[config.mk]
export PLATFORM = sky130hd
export DESIGN_NAME = hazard_ctrl
export DESIGN_NICKNAME = d
export VERILOG_FILES = /design/src/rtl/hazard_ctrl.sv
export SDC_FILE = /design/constraint.sdc
export NUM_CORES = 1
export LEC_CHECK = 0
export CORE_UTILIZATION = 45
export DETAILED_ROUTE_END_ITERATION = 10
export GPL_TIMING_DRIVEN = 0
export PLACE_DENSITY = 0.72
export RECOVER_POWER = 25
export SKIP_CTS_REPAIR_TIMING = 1
export SLEW_MARGIN = 20
export SYNTH_ARGS = -nofsm -noshare
export SYNTH_HDL_FRONTEND = slang
export SYNTH_SLANG_ARGS = --single-unit
[constraint.sdc]
create_clock -name Clk -period 2.7 [get_ports Clk]
set_input_delay 0.54 -clock Clk [delete_from_list [all_inputs] [get_ports Clk]]
set_output_delay 0.54 -clock Clk [all_outputs]
set_load 0.02 [all_outputs]
[src/rtl/hazard_ctrl.sv]
// ---------------------------------------------------------------------------
// hazard_ctrl
//
// Pipeline sequencing controller for the 5-stage MIPS core.
//
// A shadow copy of {valid, dest reg, RegWrite, MemRead} is kept for the
// instructions in EX, MEM and WB. From it the block works out four things:
//   - load-use stalls, which hold PC and IF/ID and bubble ID/EX;
//   - branch flushes, taken in MEM, which clear IF/ID, ID/EX and EX/MEM;
//   - registered ALU operand forwarding selects, valid for the whole EX cycle;
//   - saturating stall and flush event counters for performance debug.
//
// Ports
//   Clk, Rst_n          clock (rising edge), asynchronous active-low reset
//   ID_Valid            IF/ID holds a real instruction
//   ID_Rs, ID_Rt        source registers of the instruction in ID
//   ID_UsesRs/Rt        the instruction in ID actually reads that source
//   ID_WR               destination of the ID instruction (after RegDst)
//   ID_RegWrite         ID instruction writes the register file
//   ID_MemRead          ID instruction is a load
//   PCSrc               branch taken (resolved in MEM)
//   PC_Write            PC update enable
//   IFID_Write          IF/ID write enable
//   Flush_IFID          clear IF/ID
//   Flush_IDEX          bubble into ID/EX
//   Flush_EXMEM         bubble into EX/MEM
//   FwdA, FwdB          operand selects: 00 regfile, 10 EX/MEM, 01 MEM/WB
//   StallCnt, FlushCnt  saturating event counters, CNT_W bits wide
// ---------------------------------------------------------------------------
module hazard_ctrl #(
    parameter int CNT_W = 16
) (
    input  logic             Clk,
    input  logic             Rst_n,
    input  logic             ID_Valid,
    input  logic [4:0]       ID_Rs,
    input  logic [4:0]       ID_Rt,
    input  logic             ID_UsesRs,
    input  logic             ID_UsesRt,
    input  logic [4:0]       ID_WR,
    input  logic             ID_RegWrite,
    input  logic             ID_MemRead,
    input  logic             PCSrc,
    output logic             PC_Write,
    output logic             IFID_Write,
    output logic             Flush_IFID,
    output logic             Flush_IDEX,
    output logic             Flush_EXMEM,
    output logic [1:0]       FwdA,
    output logic [1:0]       FwdB,
    output logic [CNT_W-1:0] StallCnt,
    output logic [CNT_W-1:0] FlushCnt
);

    // One shadow scoreboard entry. A bubble is the all-zero entry.
    typedef struct packed {
        logic       vld;
        logic [4:0] wr;
        logic       rw;
        logic       mr;
    } shadow_t;

    localparam shadow_t BUBBLE = '0;

    localparam logic [1:0] FWD_RF  = 2'b00;
    localparam logic [1:0] FWD_EX  = 2'b10;
    localparam logic [1:0] FWD_MEM = 2'b01;

    // -----------------------------------------------------------------------
    // State
    // -----------------------------------------------------------------------
    shadow_t          r_s_ex;
    shadow_t          r_s_mem;
    shadow_t          r_s_wb;
    logic [1:0]       r_fwd_a;
    logic [1:0]       r_fwd_b;
    logic [CNT_W-1:0] r_stall_cnt;
    logic [CNT_W-1:0] r_flush_cnt;

    // -----------------------------------------------------------------------
    // Helpers
    // -----------------------------------------------------------------------

    // An entry produces register r only if it is live and writes the file.
    // Register $0 is hardwired to zero, so it never counts as produced.
    function automatic logic entry_match(input shadow_t e, input logic [4:0] r);
        return e.vld & e.rw & (e.wr == r) & (r != 5'd0);
    endfunction

    // The newest producer wins: EX (about to enter MEM) beats MEM.
    function automatic logic [1:0] fwd_sel(input logic uses,
                                           input logic hit_ex,
                                           input logic hit_mem);
        logic [1:0] sel;
        sel = FWD_RF;
        if (uses) begin
            if (hit_ex) begin
                sel = FWD_EX;
            end else if (hit_mem) begin
                sel = FWD_MEM;
            end
        end
        return sel;
    endfunction

    // Counter increment that sticks at all-ones.
    function automatic logic [CNT_W-1:0] sat_inc(input logic [CNT_W-1:0] v);
        logic [CNT_W-1:0] res;
        res = v;
        if (v != {CNT_W{1'b1}}) begin
            res = v + {{(CNT_W-1){1'b0}}, 1'b1};
        end
        return res;
    endfunction

    // -----------------------------------------------------------------------
    // Hazard detection (combinational)
    // -----------------------------------------------------------------------
    logic    w_ex_hit_rs;
    logic    w_ex_hit_rt;
    logic    w_mem_hit_rs;
    logic    w_mem_hit_rt;
    logic    w_load_use;
    logic    w_stall;
    shadow_t w_s_id;
    logic [1:0] w_fwd_a_nxt;
    logic [1:0] w_fwd_b_nxt;

    assign w_ex_hit_rs  = entry_match(r_s_ex,  ID_Rs);
    assign w_ex_hit_rt  = entry_match(r_s_ex,  ID_Rt);
    assign w_mem_hit_rs = entry_match(r_s_mem, ID_Rs);
    assign w_mem_hit_rt = entry_match(r_s_mem, ID_Rt);

    // A load in EX whose result the ID instruction needs cannot be
    // forwarded in time; the ID instruction waits one cycle and then picks
    // the value up from MEM/WB.
    assign w_load_use = ID_Valid & r_s_ex.vld & r_s_ex.mr &
                        ((ID_UsesRs & w_ex_hit_rs) | (ID_UsesRt & w_ex_hit_rt));

    // A taken branch kills the ID instruction anyway, so it overrides the stall.
    assign w_stall = w_load_use & ~PCSrc;

    // Control bits of an invalid ID slot are forced low so it enters EX as
    // a harmless entry.
    always_comb begin
        w_s_id     = BUBBLE;
        w_s_id.vld = ID_Valid;
        w_s_id.wr  = ID_WR;
        w_s_id.rw  = ID_RegWrite & ID_Valid;
        w_s_id.mr  = ID_MemRead & ID_Valid;
    end

    assign w_fwd_a_nxt = fwd_sel(ID_UsesRs, w_ex_hit_rs, w_mem_hit_rs);
    assign w_fwd_b_nxt = fwd_sel(ID_UsesRt, w_ex_hit_rt, w_mem_hit_rt);

    // -----------------------------------------------------------------------
    // Shadow scoreboard: EX -> MEM -> WB
    // -----------------------------------------------------------------------
    always_ff @(posedge Clk or negedge Rst_n) begin
        if (!Rst_n) begin
            r_s_ex  <= BUBBLE;
            r_s_mem <= BUBBLE;
            r_s_wb  <= BUBBLE;
        end else begin
            r_s_wb <= r_s_mem;
            if (PCSrc) begin
                // Branch in MEM: everything younger than it is squashed.
                r_s_mem <= BUBBLE;
                r_s_ex  <= BUBBLE;
            end else if (w_stall) begin
                r_s_mem <= r_s_ex;
                r_s_ex  <= BUBBLE;
            end else begin
                r_s_mem <= r_s_ex;
                r_s_ex  <= w_s_id;
            end
        end
    end

    // -----------------------------------------------------------------------
    // Forwarding selects, registered as the ID instruction enters EX
    // -----------------------------------------------------------------------
    always_ff @(posedge Clk or negedge Rst_n) begin
        if (!Rst_n) begin
            r_fwd_a <= FWD_RF;
            r_fwd_b <= FWD_RF;
        end else if (PCSrc || w_stall) begin
            // A bubble enters EX; it reads nothing.
            r_fwd_a <= FWD_RF;
            r_fwd_b <= FWD_RF;
        end else begin
            r_fwd_a <= w_fwd_a_nxt;
            r_fwd_b <= w_fwd_b_nxt;
        end
    end

    // -----------------------------------------------------------------------
    // Performance counters
    // -----------------------------------------------------------------------
    always_ff @(posedge Clk or negedge Rst_n) begin
        if (!Rst_n) begin
            r_stall_cnt <= '0;
            r_flush_cnt <= '0;
        end else begin
            if (w_stall) begin
                r_stall_cnt <= sat_inc(r_stall_cnt);
            end
            if (PCSrc) begin
                r_flush_cnt <= sat_inc(r_flush_cnt);
            end
        end
    end

    // The WB entry is pure history: it must always equal what MEM held one
    // cycle earlier, whatever the stall/flush activity.
    a_wb_follows_mem: assert property (
        @(posedge Clk) disable iff (!Rst_n) r_s_wb == $past(r_s_mem)
    );

    // Bubbles and invalid slots never carry write or load intent.
    a_ex_clean: assert property (
        @(posedge Clk) disable iff (!Rst_n) (!r_s_ex.vld) |-> (!r_s_ex.rw && !r_s_ex.mr)
    );

    // -----------------------------------------------------------------------
    // Outputs
    // -----------------------------------------------------------------------
    assign PC_Write    = ~w_stall;
    assign IFID_Write  = ~w_stall;
    assign Flush_IFID  = PCSrc;
    assign Flush_IDEX  = PCSrc | w_stall;
    assign Flush_EXMEM = PCSrc;
    assign FwdA        = r_fwd_a;
    assign FwdB        = r_fwd_b;
    assign StallCnt    = r_stall_cnt;
    assign FlushCnt    = r_flush_cnt;

endmodule
; ---- Word level (Yosys, flattened, before mapping)
; Cells that the tools add are included.
[op_classes]
n_bitwise = 22
mux = 11
n_addsub = 2
eq_ne = 6
n_reduce_logical = 5
[ops]
columns = cell, n
row1 = $add A16 B1 Y16 const B, 2
row2 = $ne A16 B16 Y1 const B, 2
row3 = $mux W8, 3
row4 = $eq A5 B5 Y1, 4
row5 = $and A1 B1 Y1, 18
row6 = $mux W2, 6
row7 = $reduce_bool A5 Y1, 2
row8 = $reduce_and A2 Y1, 2
row9 = $mux W1, 2
row10 = $not A1 Y1, 2
row11 = $or A1 B1 Y1, 2
row12 = $logic_or A1 B1 Y1, 1
[totals]
regBits = 51
inputBits = 23
word_cells = 57

; ---- Depth between registers and ports, before layout
[logic_depth]
ltp_word = 9
mapped_depth = 8
mapped_depth_nobuf = 7

; ---- Worst setup path before layout
; No wires, ideal clock.
[synth_path]
path_kind = in2out
startpoint = input port ID_Rs[1]
endpoint = output port PC_Write
stages = 7
arrival_ps = 2109
required_ps = 2160
path_buffers = 2
setup_slack_ps = 51
cell_sequence = or4_1 > o21ai_2 > nor4_2 > or2_4 > buf_2 > nand2_1 > buf_4
[synth_between]
elab_chain_cells = 8
elab_cells_between_ends = 9
cone_classes = 1 x eq/ne / 7 x bitwise / 1 x reduce/logical
[synth_lines]
columns = item, line_no
row1 = "start, declared", 36  ; input logic [4:0] ID_Rs,
row2 = $eq A5 B5 Y1, 87  ; return e.vld & e.rw & (e.wr == r) & (r != 5'd0);
row3 = $and A1 B1 Y1, 87
row4 = $and A1 B1 Y1 (*), 87
row5 = $and A1 B1 Y1 (*), 138  ; ((ID_UsesRs & w_ex_hit_rs) | (ID_UsesRt & w_ex_hit_rt));
row6 = $or A1 B1 Y1 (*), 138
row7 = $and A1 B1 Y1 (*), 137  ; assign w_load_use = ID_Valid & r_s_ex.vld & r_s_ex.mr &
row8 = $and A1 B1 Y1 (*), 141  ; assign w_stall = w_load_use & ~PCSrc;
row9 = $not A1 Y1 (*), -
row10 = "end, declared", 44  ; output logic PC_Write,
; Every way passes the cells marked *; elsewhere a longest branch is shown, timed or not.

; ---- Final worst setup path
[layout_path]
startpoint = input port ID_Rs[0]
endpoint = output port PC_Write
[layout_between]
elab_chain_cells = 8
elab_cells_between_ends = 9
cone_classes = 1 x eq/ne / 7 x bitwise / 1 x reduce/logical
[layout_lines]
columns = item, line_no
row1 = $eq A5 B5 Y1, 87
row2 = $and A1 B1 Y1, 87
row3 = $and A1 B1 Y1 (*), 87
row4 = $and A1 B1 Y1 (*), 138
row5 = $or A1 B1 Y1 (*), 138
row6 = $and A1 B1 Y1 (*), 137
row7 = $and A1 B1 Y1 (*), 141
row8 = $not A1 Y1 (*), 228  ; assign PC_Write = ~w_stall;
; Marked as above.

==> flow_summary.ini <==
[drt]
vias = 1893
drt_wl_total_um = 5160
viasPerCell = 5.10
postRouteAntennaNets = 0
drc_errors = 0
wire_per_inst_um = 13.9
drt_iter0_markers = 94
first_pass_iters = 4

[worst_setup_path]
endpoint_kind = primary output
reg2reg_to = FlushCnt[1]
crit_type = in -> out
cp_num_cells = 9
critPathLaunch = ID_Rs[0]
r2r_cells = 7
cp_max_fo = 5
cp-start-kind = input port
worst_path_most_repeated_cell = buf_6
crit_arrival_ns = 2.14
max_stage_delay_ns = 0.39
endpoint = PC_Write
path_cells = dlymetal6s2s_1 -> xnor2_1 -> nand4_1 -> nor4_4 -> or2_4 -> buf_6 -> nand2_4 -> buf_6 -> buf_6
path_buf_inv = 4
r2r_start = FlushCnt[0]
crit_family = simple AND/OR/NAND/NOR gates
required_ns = 2.16
ff2ff_setup_slack_ns = 0.42
slowest_stage = nor4_4

[clocking]
numClockSinks = 51
h-tree-depth = 2
clkLatencyLatePin_ns = 0.30
cts_buffer_depth = 2
clk_pin_slew_ns = 0.08
cts-root-buf = clkbuf_8
cts_tree = built
cts_buffers = 5

[finish]
post-route-util_pct = 64.9
finalNetCount = 325
drive_gt1_share_pct = 13.6
antenna_cells = 0
area_delta_synth_final_pct = 36.5
n_fill_cell = 400

[yosys]
synth-seq-cells = 51
synth_nets = 249
synth-main-ff-cell = dfrtp_1
syn_area_um2 = 2460
synth_cells = 224
avgSynthCellArea_um2 = 11.0
synth_cell_types = 30
synth_seq_area_share_pct = 51.9
ys_warn_count = 0
synthArstFlopShare_pct = 100
synth_edf_count = 0

[power_and_ir_drop]
p_leak_nw = 1.49
ir_drop_mv = 0.493
power_density_nw_per_um2 = 520

[die]
die_w_um = 75.9
ios = 64
die_y_um = 75.9
initial_core_util_pct = 47.5
rows = 26
coreArea_um2 = 5170
dieArea_um2 = 5760

[place]
post-dp-hpwl_um = 3730
gp_congestion = 0.855
io_buffers = 63

[timing]
hold_violations = 0
final.setup.tns_ns = 0
grt_setup_unrepaired = true
period_minus_slack_ns = 2.68
worst_pin_slew_ns = 1.47
finalSetupViolations = 0
fmax_mhz = 373
relSlewSlack_pct = 2.33
fin_skew_ns = 0.00285
period_share_pct = 99.3
slew_violations = 0

[global_routing]
grt_max_degree = 29
grt_pass1_wl_um = 8610
antenna_found_initial = 0
track_usage_pct = 18.7
grt_overflow = 0
first_global_vias = 1808

[min_path]
min-delay-path-class = reg -> reg

[outcome]
status = completed

[flow_run]
maxCapViolCount = 0
==> state kept, by name (all words and copies together) (netlist names) <==
signal and count:
r_s_ex 8, r_s_mem 7, StallCnt 16, FlushCnt 16, FwdA 2, FwdB 2
==> synthesized netlist by cell type (all sizes together) (2+ instances only) <==
cell type / count / area, um^2
or3: 2 / 12.5
nand4: 14 / 87.6
ha: 2 / 25.0
nor2: 8 / 30.0
dfrtp: 51 / 1280
xor2: 18 / 158
nor4: 11 / 81.3
and2: 10 / 62.6
and3: 8 / 50.1
buf: 4 / 27.5
nand2: 12 / 45.0
nor2b: 8 / 50.1
clkbuf: 2 / 7.51
xnor2: 29 / 254
mux2: 4 / 45.0
a21oi: 3 / 26.3
inv: 5 / 18.8
o21ai: 4 / 31.3
nand3: 17 / 85.1
nor3: 5 / 25.0
or4: 2 / 15.0
nand2b: 2 / 12.5
==> layer usage <==
layer  vias up  track usage [%]  part of all wire (%)
li1        927                -                     -
met1       905             24.7                    46
met2        56             30.6                    49
met3         5             5.18                   4.6
met4         0             4.42                  0.78
met5         -                0                     0
==> report_power, final <==
group,switching (mW),internal [mW],total [mW]
sequential,0.0715,0.823,0.895
combinational,0.184,0.197,0.381
clock,0.235,0.234,0.469
total,0.490,1.25,1.74
==> cells in the final DEF, fill, tap and decap left out, drive strengths merged <==
| cell | Yosys | final |
|---|---|---|
| dlymetal6s2s | 0 | 6 |
| nand2b | 2 | 2 |
| or2 | 1 | 1 |
| nand4 | 14 | 14 |
| inv | 5 | 5 |
| nand2 | 12 | 12 |
| ha | 2 | 2 |
| nor4 | 11 | 11 |
| nor4b | 1 | 1 |
| nor2 | 8 | 8 |
| nor3 | 5 | 5 |
| xnor2 | 29 | 29 |
| or4 | 2 | 2 |
| nor2b | 8 | 8 |
| or3 | 2 | 2 |
| xor2 | 18 | 18 |
| clkdlybuf4s50 | 0 | 49 |
| clkbuf | 2 | 17 |
| buf | 4 | 11 |
| dfrtp | 51 | 51 |
| o21ai | 4 | 4 |
| nand3 | 17 | 17 |
| a21oi | 3 | 3 |
| and2 | 10 | 10 |
| and4 | 1 | 1 |
| and3 | 8 | 8 |
| mux2 | 4 | 4 |
==> cell families after synthesis <==
family | count (synthesis) | synth area share (%)
XOR/XNOR | 47 | 16.7
AND/OR/NAND/NOR | 102 | 24.0
buffers and inverters | 11 | 2.19
AO/OA/AOI/OAI | 7 | 2.34
multiplexers | 4 | 1.83
adder cells (fa/ha/maj) | 2 | 1.02
flip-flops | 51 | 51.9
==> layout make-up <==
cell class                      instances  area [um^2]  share of cell area (%)
Tap cell                               70         87.6                    2.61
Sequential cell                        51         1280                    38.0
Buffer                                  6         45.0                    1.34
Multi-Input combinational cell        162         1170                    35.0
Inverter                                5         18.8                   0.559
Timing Repair Buffer                   69          656                    19.5
Clock buffer                            8          100                    2.98
==> through the flow <==
stage	instances	setup slack [ns]	power [mW]	hold slack (ns)	cell area, um^2
2_1_floorplan	224	0.0507	1.09	0.244	2460
3_3_place_gp	357	-0.951	1.28	0.475	3180
3_5_place_dp	358	-0.958	1.29	0.479	3200
4_1_cts	366	-0.961	1.76	0.280	3300
5_1_grt	371	-0.0940	1.84	0.537	3360
6_report	371	0.0187	1.74	0.495	3360
==> worst min path at each step <==
| stage | startpoint | endpoint | cells after the start |
|---|---|---|---|
| after floorplan | Rst_n | FlushCnt[0] | 0 |
| after CTS | Rst_n | FwdA[0] | 1 |
| final | r_s_ex[1] | r_s_mem[1] | 1 |
| after detailed placement | r_s_ex[1] | r_s_mem[1] | 1 |
| after global routing | FlushCnt[15] | FlushCnt[15] | 1 |
| after global placement | r_s_ex[1] | r_s_mem[1] | 1 |
Power figures use the tool's default switching activity.
